[src/rtl/regfile_ctrl_if.sv]
// regfile_ctrl_if: instruction handshake and register-file port bundle for regfile_ctrl
interface regfile_ctrl_if #(
  parameter int DATA_W = 8,
  parameter int ADDR_W = 2
);
  logic              instr_valid;
  logic              instr_ready;
  logic [7:0]        instr;
  logic [DATA_W-1:0] imm;
  logic [ADDR_W-1:0] RA1;
  logic [ADDR_W-1:0] RA2;
  logic [ADDR_W-1:0] RA3;
  logic [DATA_W-1:0] WD3;
  logic              WE3;
  logic [DATA_W-1:0] RD1;
  logic [DATA_W-1:0] RD2;
  logic [DATA_W-1:0] result;
  logic              zero;
  logic              carry;
  logic              done;
  modport master (
    output instr_valid, instr, imm, RD1, RD2,
    input  instr_ready, RA1, RA2, RA3, WD3, WE3, result, zero, carry, done
  );
  modport slave (
    input  instr_valid, instr, imm, RD1, RD2,
    output instr_ready, RA1, RA2, RA3, WD3, WE3, result, zero, carry, done
  );
endinterface

[src/rtl/regfile_ctrl.sv]
// regfile_ctrl: 4-cycle read/exec/write sequencer driving a 4 x 8-bit register file
module regfile_ctrl #(
  parameter int DATA_W = 8,
  parameter int ADDR_W = 2
) (
  input logic           CLK,
  input logic           reset,
  regfile_ctrl_if.slave bus
);
  typedef enum logic [1:0] {IDLE, READ, EXEC, WRITE} state_t;
  state_t            state_q, state_d;
  logic [7:0]        instr_q;
  logic [DATA_W-1:0] imm_q, op1_q, op2_q, result_q, result_d;
  logic [ADDR_W-1:0] ra1_q, ra2_q, ra3_q;
  logic              zero_q, carry_q, carry_d, accept;
  logic [DATA_W:0]   sum, diff;
  assign accept          = bus.instr_valid & bus.instr_ready;
  assign bus.instr_ready = (state_q == IDLE) & ~reset;
  assign bus.WE3         = ~((state_q == WRITE) & ~reset);
  assign bus.done        = (state_q == WRITE) & ~reset;
  assign bus.RA1         = ra1_q;
  assign bus.RA2         = ra2_q;
  assign bus.RA3         = ra3_q;
  assign bus.WD3         = result_q;
  assign bus.result      = result_q;
  assign bus.zero        = zero_q;
  assign bus.carry       = carry_q;
  // fixed IDLE -> READ -> EXEC -> WRITE ring, leaving IDLE only on an accepted instruction
  always_comb begin
    state_d = state_q;
    case (state_q)
      IDLE:    state_d = accept ? READ : IDLE;
      READ:    state_d = EXEC;
      EXEC:    state_d = WRITE;
      default: state_d = IDLE;
    endcase
  end
  // ALU on latched operands; the extra top bit of sum/diff is carry-out or borrow
  always_comb begin
    sum      = {1'b0, op1_q} + {1'b0, op2_q};
    diff     = {1'b0, op1_q} - {1'b0, op2_q};
    result_d = instr_q[7:6] == 2'd0 ? imm_q :
               instr_q[7:6] == 2'd1 ? sum[DATA_W-1:0] :
               instr_q[7:6] == 2'd2 ? diff[DATA_W-1:0] : op1_q & op2_q;
    carry_d  = instr_q[7:6] == 2'd1 ? sum[DATA_W] :
               instr_q[7:6] == 2'd2 ? diff[DATA_W] : 1'b0;
  end
  // state register
  always_ff @(posedge CLK) begin
    if (reset) state_q <= IDLE;
    else       state_q <= state_d;
  end
  // datapath latches: instruction at accept, operands after READ, result and write address after EXEC
  always_ff @(posedge CLK) begin
    if (reset) begin
      instr_q  <= '0;
      imm_q    <= '0;
      op1_q    <= '0;
      op2_q    <= '0;
      ra1_q    <= '0;
      ra2_q    <= '0;
      ra3_q    <= '0;
      result_q <= '0;
      zero_q   <= 1'b1;
      carry_q  <= 1'b0;
    end else begin
      if (accept) begin
        instr_q <= bus.instr;
        imm_q   <= bus.imm;
        ra1_q   <= bus.instr[3:2];
        ra2_q   <= bus.instr[1:0];
      end
      if (state_q == READ) begin
        op1_q <= bus.RD1;
        op2_q <= bus.RD2;
      end
      if (state_q == EXEC) begin
        result_q <= result_d;
        zero_q   <= result_d == '0;
        carry_q  <= carry_d;
        ra3_q    <= instr_q[5:4];
      end
    end
  end
endmodule

[src/flat_wrapper.sv]
// flat-port wrapper written by rule: the top's interface ports become plain ports
module regfile_ctrl_flat 
#(
  parameter int DATA_W = 8,
  parameter int ADDR_W = 2
)
  (CLK, reset, bus_instr_valid, bus_instr, bus_imm, bus_RD1, bus_RD2, bus_instr_ready, bus_RA1, bus_RA2, bus_RA3, bus_WD3, bus_WE3, bus_result, bus_zero, bus_carry, bus_done);
  regfile_ctrl_if #(.DATA_W(DATA_W), .ADDR_W(ADDR_W)) bus_i ();
  input logic CLK;
  input logic reset;
  input wire logic [$bits(bus_i.instr_valid)-1:0] bus_instr_valid;
  input wire logic [$bits(bus_i.instr)-1:0] bus_instr;
  input wire logic [$bits(bus_i.imm)-1:0] bus_imm;
  input wire logic [$bits(bus_i.RD1)-1:0] bus_RD1;
  input wire logic [$bits(bus_i.RD2)-1:0] bus_RD2;
  output wire logic [$bits(bus_i.instr_ready)-1:0] bus_instr_ready;
  output wire logic [$bits(bus_i.RA1)-1:0] bus_RA1;
  output wire logic [$bits(bus_i.RA2)-1:0] bus_RA2;
  output wire logic [$bits(bus_i.RA3)-1:0] bus_RA3;
  output wire logic [$bits(bus_i.WD3)-1:0] bus_WD3;
  output wire logic [$bits(bus_i.WE3)-1:0] bus_WE3;
  output wire logic [$bits(bus_i.result)-1:0] bus_result;
  output wire logic [$bits(bus_i.zero)-1:0] bus_zero;
  output wire logic [$bits(bus_i.carry)-1:0] bus_carry;
  output wire logic [$bits(bus_i.done)-1:0] bus_done;
  assign bus_i.instr_valid = bus_instr_valid;
  assign bus_i.instr = bus_instr;
  assign bus_i.imm = bus_imm;
  assign bus_i.RD1 = bus_RD1;
  assign bus_i.RD2 = bus_RD2;
  assign bus_instr_ready = bus_i.instr_ready;
  assign bus_RA1 = bus_i.RA1;
  assign bus_RA2 = bus_i.RA2;
  assign bus_RA3 = bus_i.RA3;
  assign bus_WD3 = bus_i.WD3;
  assign bus_WE3 = bus_i.WE3;
  assign bus_result = bus_i.result;
  assign bus_zero = bus_i.zero;
  assign bus_carry = bus_i.carry;
  assign bus_done = bus_i.done;
  regfile_ctrl #(.DATA_W(DATA_W), .ADDR_W(ADDR_W)) u_core (.CLK(CLK), .reset(reset), .bus(bus_i));
endmodule
[config.mk]
export PLATFORM = sky130hd
export DESIGN_NAME = regfile_ctrl_flat
export DESIGN_NICKNAME = d
export VERILOG_FILES = /design/src/rtl/regfile_ctrl_if.sv /design/src/rtl/regfile_ctrl.sv /design/src/flat_wrapper.sv
export SDC_FILE = /design/constraint.sdc
export NUM_CORES = 1
export LEC_CHECK = 0
export ABC_AREA = 1
export BUFFER_PORTS_ARGS = -buffer_cell sky130_fd_sc_hd__buf_2
export CAP_MARGIN = 20
export CORE_AREA = 2 2 93 59
export DETAILED_ROUTE_END_ITERATION = 10
export DIE_AREA = 0 0 95 61
export PLACE_DENSITY = 0.83
export SLEW_MARGIN = 20
export SYNTH_ARGS = -nofsm -noshare
export SYNTH_HDL_FRONTEND = slang
export SYNTH_SLANG_ARGS = --single-unit
[constraint.sdc]
create_clock -name CLK -period 3.61 [get_ports CLK]
set_clock_uncertainty 0.05 [all_clocks]
set_input_delay 0.5415 -clock CLK [delete_from_list [all_inputs] [get_ports CLK]]
set_output_delay 0.5415 -clock CLK [all_outputs]
set_load 0.03 [all_outputs]
; ---- Yosys cells after proc, flatten, opt, wreduce, memory -nomap -nowiden
; Cells that the tools add are included.
[totals]
ff_bits = 50
latch_bits = 0
ramBits = 0
rom_bits = 0
input_bits = 35
out_inout_bits = 27
word_cells = 34
mem_count = 0
[op_classes]
addsub = 2
n_mul = 0
div_mod_pow = 0
order_cmp = 0
n_eq_ne = 5
shifts = 0
n_mux = 7
bitwise_logic = 6
n_reduce_logical = 3
[ops]
columns = cell, n
row1 = $mux W8, 3
row2 = $add A8 B8 Y9, 1
row3 = $sub A8 B8 Y9, 1
row4 = $and A8 B8 Y8, 1
row5 = $logic_not A8 Y1, 1
row6 = $eq A2 B2 Y1 const B, 3
row7 = $pmux W2 S3, 1
row8 = $eq A2 B1 Y1 const B, 2
row9 = $logic_not A2 Y1, 2
row10 = $and A1 B1 Y1, 3
row11 = $mux W1, 3
row12 = $not A1 Y1, 2

; ---- Depth between registers and ports, before layout
[logic_depth]
word_depth = 5
mapped_depth = 15
depth_no_buf = 14

; ---- Worst setup path after synthesis
; No wires, ideal clock.
[synth_timing]
path_type = input port to output port
start = input port reset
end = output port bus_done
arrival_ps = 1492
required_time_ps = 3019
slack_ps = 1526
stages = 4
n_path_buf = 1
cell_sequence = inv_1 -> clkbuf_1 -> nand2_1 -> inv_1
[synth_via]
elab_chain_len = 2
[synth_lines]
columns = item, line
row1 = start: declaration, flat_wrapper.sv:10  ; input logic reset;
row2 = $not A1 Y1, regfile_ctrl.sv:20  ; assign bus.done = (state_q == WRITE) & ~reset;
row3 = $and A1 B1 Y1, regfile_ctrl.sv:20
row4 = end: declaration, flat_wrapper.sv:25  ; output wire logic [$bits(bus_i.done)-1:0] bus_done;
; Every way passes these cells.

; ---- Worst setup path after layout
[layout_timing]
start = register u_core.state_q[1]
end = register u_core.imm_q[1]
[layout_via]
elab_chain_len = 3
[layout_lines]
columns = item, line
row1 = start: declaration, regfile_ctrl.sv:11  ; state_t state_q, state_d;
row2 = start signal: assignment, regfile_ctrl.sv:51  ; else state_q <= state_d;
row3 = $logic_not A2 Y1, regfile_ctrl.sv:18  ; assign bus.instr_ready = (state_q == IDLE) & ~reset;
row4 = $and A1 B1 Y1, regfile_ctrl.sv:18
row5 = $and A1 B1 Y1, regfile_ctrl.sv:17  ; assign accept = bus.instr_valid & bus.instr_ready;
row6 = end signal: assignment, regfile_ctrl.sv:69  ; imm_q <= bus.imm;
row7 = end: declaration, regfile_ctrl.sv:13  ; logic [DATA_W-1:0] imm_q, op1_q, op2_q, result_q, result_d;
; Every way passes these cells.
; A chain may end at the register's enable or synchronous reset.

==> impl_metrics.tcl <==
set metrics [dict create \
    core-area_mm2 0.004930 \
    finalInstanceArea_mm2 0.003097 \
    cts_max_path_buffers 2 \
    cp.required_ps 3800 \
    ant_nets 0 \
    synth_top_area_frac 0.3339 \
    period_minus_slack_ps 2105 \
    worstMarginPinSlew_ps 732.4 \
    track_usage 0.2595 \
    maxCapViolations 0 \
    hold_end "u_core.instr_q[4]" \
    place_ws_ps 1496 \
    seq_area_um2 920.9 \
    maxSlewViolCount 0 \
    crit_chain "inv_1 > ha_1 > inv_1 > nor2_1 > nand2_1 > inv_1 > nand2_1 > nand2_1" \
    totalWireLength_um 7121 \
    dieArea_mm2 0.005795 \
    cp_max_fo 26 \
    rsz0062_at_grt "false" \
    status "completed" \
    diodes 0 \
    power_leakage_nw 1.627 \
    hold_depth 3 \
    drc 0 \
    path_clk_slew_ps 90 \
    wl_per_cell_um 13.80 \
    setup_violations 0 \
    cts_tree "yes" \
    cp.depth 8 \
    root_buffer "clkbuf_8" \
    crit_arrival_ps 2290 \
    synth-main-ff-cell "dfxtp_1" \
    grt_pass1_wl_um 11270 \
    post-cts-setup-buffers 0 \
    synthesis.nets 465 \
    grt_remaining_overflow 0 \
    slew_headroom 0.5106 \
    synth_seq_cells 46 \
    hold_start "bus_instr[4]" \
    synth.distinct_cells 24 \
    multiInputGateArea_mm2 0.001468 \
    dr.first_iter.drc_count 260 \
    num_io_pins 62 \
    htree_levels 2 \
    first_global_vias 2296 \
    dieHeight_um 61 \
    place.port_buffers 61 \
    clock_sinks 46 \
    grt_max_degree 44 \
    finalPower_w 0.001498 \
    synth_warnings 0 \
    cpMaxStageDelayCell "nand2_1" \
    min_path_type "input port to register" \
    fin_setup_tns_ps 0 \
    drive_gt1_frac 0.1822 \
    synth_edf_count 0 \
    drtPass1Iterations 5 \
    crit_buf_inv 3 \
    peakVddDrop_mv 0.2842 \
    rows 20 \
    place.gp.congestion 0.9836 \
    cpPeakStageDelay_ps 510 \
    crit_path_end_kind "register" \
    vias 2759 \
    hold_buffers 0 \
    yosys-top-cells-area "dfxtp_1 33%, nand2_1 11%, ha_1 9.1%" \
    syn_avg_cell_area_um2 6.759 \
    critical_path_class "register to register" \
    via_per_inst 5.347 \
    fill_cells 504 \
    clk_latency_ps 300 \
    post_dp_cell_area_mm2 0.002987 \
    grt_antenna_before_repair 0 \
    yosys-top-cells-count "84 x nand2_1, 49 x inv_1, 46 x dfxtp_1" \
    timing.rr.end "u_core.imm_q[1]" \
    cellPowerDensity_mw_per_mm2 483.7 \
    area_growth_syn_to_layout_pct 12.30 \
    place_hpwl_um 5641 \
    fmax_ghz 0.4750 \
    fin_crit_sh 0.5831 \
    post_cts_resized 0 \
    setup_ws_ps 1505 \
    cp-start-kind "register" \
    hold_violations 0 \
    fin_nets 506 \
    critPathTopFamily "simple AND/OR/NAND/NOR gates" \
    r2r_cells 8 \
    syn_area_mm2 0.002758 \
    synth-async-reset-ratio 0 \
    numCtsBuffers 5 \
    worst-r2r-setup-slack_ps 1500 \
    initial_utilization 0.5594 \
    die_x_um 95 \
    synth.most_common_cell "nand2_1" \
    synth_seq_area_share 0.3339 \
    synthCells 408 \
    r2r-start "u_core.state_q[1]" \
    synth_top_area_cell "dfxtp_1" \
]
flip-flops by register name, summed over array words and instances (netlist names):
name and count:
u_core.bus.WD3 8, u_core.imm_q 8, u_core.op1_q 8, u_core.op2_q 8, u_core.instr_q 6, u_core.bus.RA3 2
u_core.state_q 2, u_core.bus.RA1 1, u_core.bus.RA2 1, u_core.bus.carry 1, u_core.bus.zero 1
report_power, final:
group	switching, W	total (W)	internal [W]	leakage (nW)
Sequential	0.0000373	0.000599	0.000562	0.377
Clock	0.000175	0.000381	0.000207	0.0514
Combinational	0.000355	0.000517	0.000162	1.20
cell families after synthesis:
logic type / count (synthesis) / share of synthesized area
buf+inv: 82 / 0.1338
flops: 46 / 0.3339
fa+ha+maj: 22 / 0.1053
simple gates: 177 / 0.2772
compound gates: 81 / 0.1497
metal layers:
| layer | GRT usage | up-vias | part of all wire |
|---|---|---|---|
| met5 | 0 | - | 0 |
| met4 | 0.04555 | 0 | 0.0044 |
| met3 | 0.05217 | 5 | 0.097 |
| met2 | 0.3587 | 127 | 0.40 |
| met1 | 0.4151 | 1253 | 0.50 |
| li1 | - | 1374 | - |
worst register-to-register path, delay by kind of cell (launching register included):
family / cells / cell delay [ps]
buf+inv: 3 / 570
flops: 1 / 340
simple gates: 4 / 930
fa+ha+maj: 1 / 160
how the worst max path moves through the flow:
stage | startpoint | to | slack (ps)
floorplan | reset | bus_done | 1530
global placement | reset | u_core.imm_q[0] | 1540
detailed placement | reset | u_core.imm_q[1] | 1500
CTS | u_core.state_q[1] | u_core.imm_q[1] | 1540
global route | u_core.state_q[1] | u_core.imm_q[1] | 1270
finish | u_core.state_q[1] | u_core.imm_q[1] | 1500
stage by stage:
step | std cells | hold WS (ps) | utilization
floorplan | 408 | 379.3 | -
CTS | 516 | 386.0 | 0.6282
detailed placement | 508 | 405.2 | 0.6058
global placement | 508 | 392.4 | 0.6058
finish | 516 | 386.9 | 0.6282
global route | 516 | 388.4 | 0.6282
cell type report:
cell class,count,area share
multi-input cells,280,0.4739
repair buffers,62,0.1010
inverters,54,0.06545
clock inverters,2,0.01212
well taps,66,0.02667
flip-flops and latches,46,0.2974
clock buffers,6,0.02343
cells in the final DEF, fill, tap and decap left out, types with 2 or more instances in the layout:
cell	Yosys	layout
buf_2	4	61
o21ai_0	40	40
nor2_1	42	42
nand2_1	84	84
o22ai_1	2	2
nor2_2	4	4
nor2_4	3	3
fa_1	2	2
inv_1	49	49
a21oi_1	36	36
dfxtp_1	46	46
nand3b_1	2	2
inv_2	5	5
o211ai_1	2	2
clkbuf_8	0	5
nand3_1	36	36
nand4_1	4	4
ha_1	20	20
No activity file was read; power rests on OpenSTA's default activity.
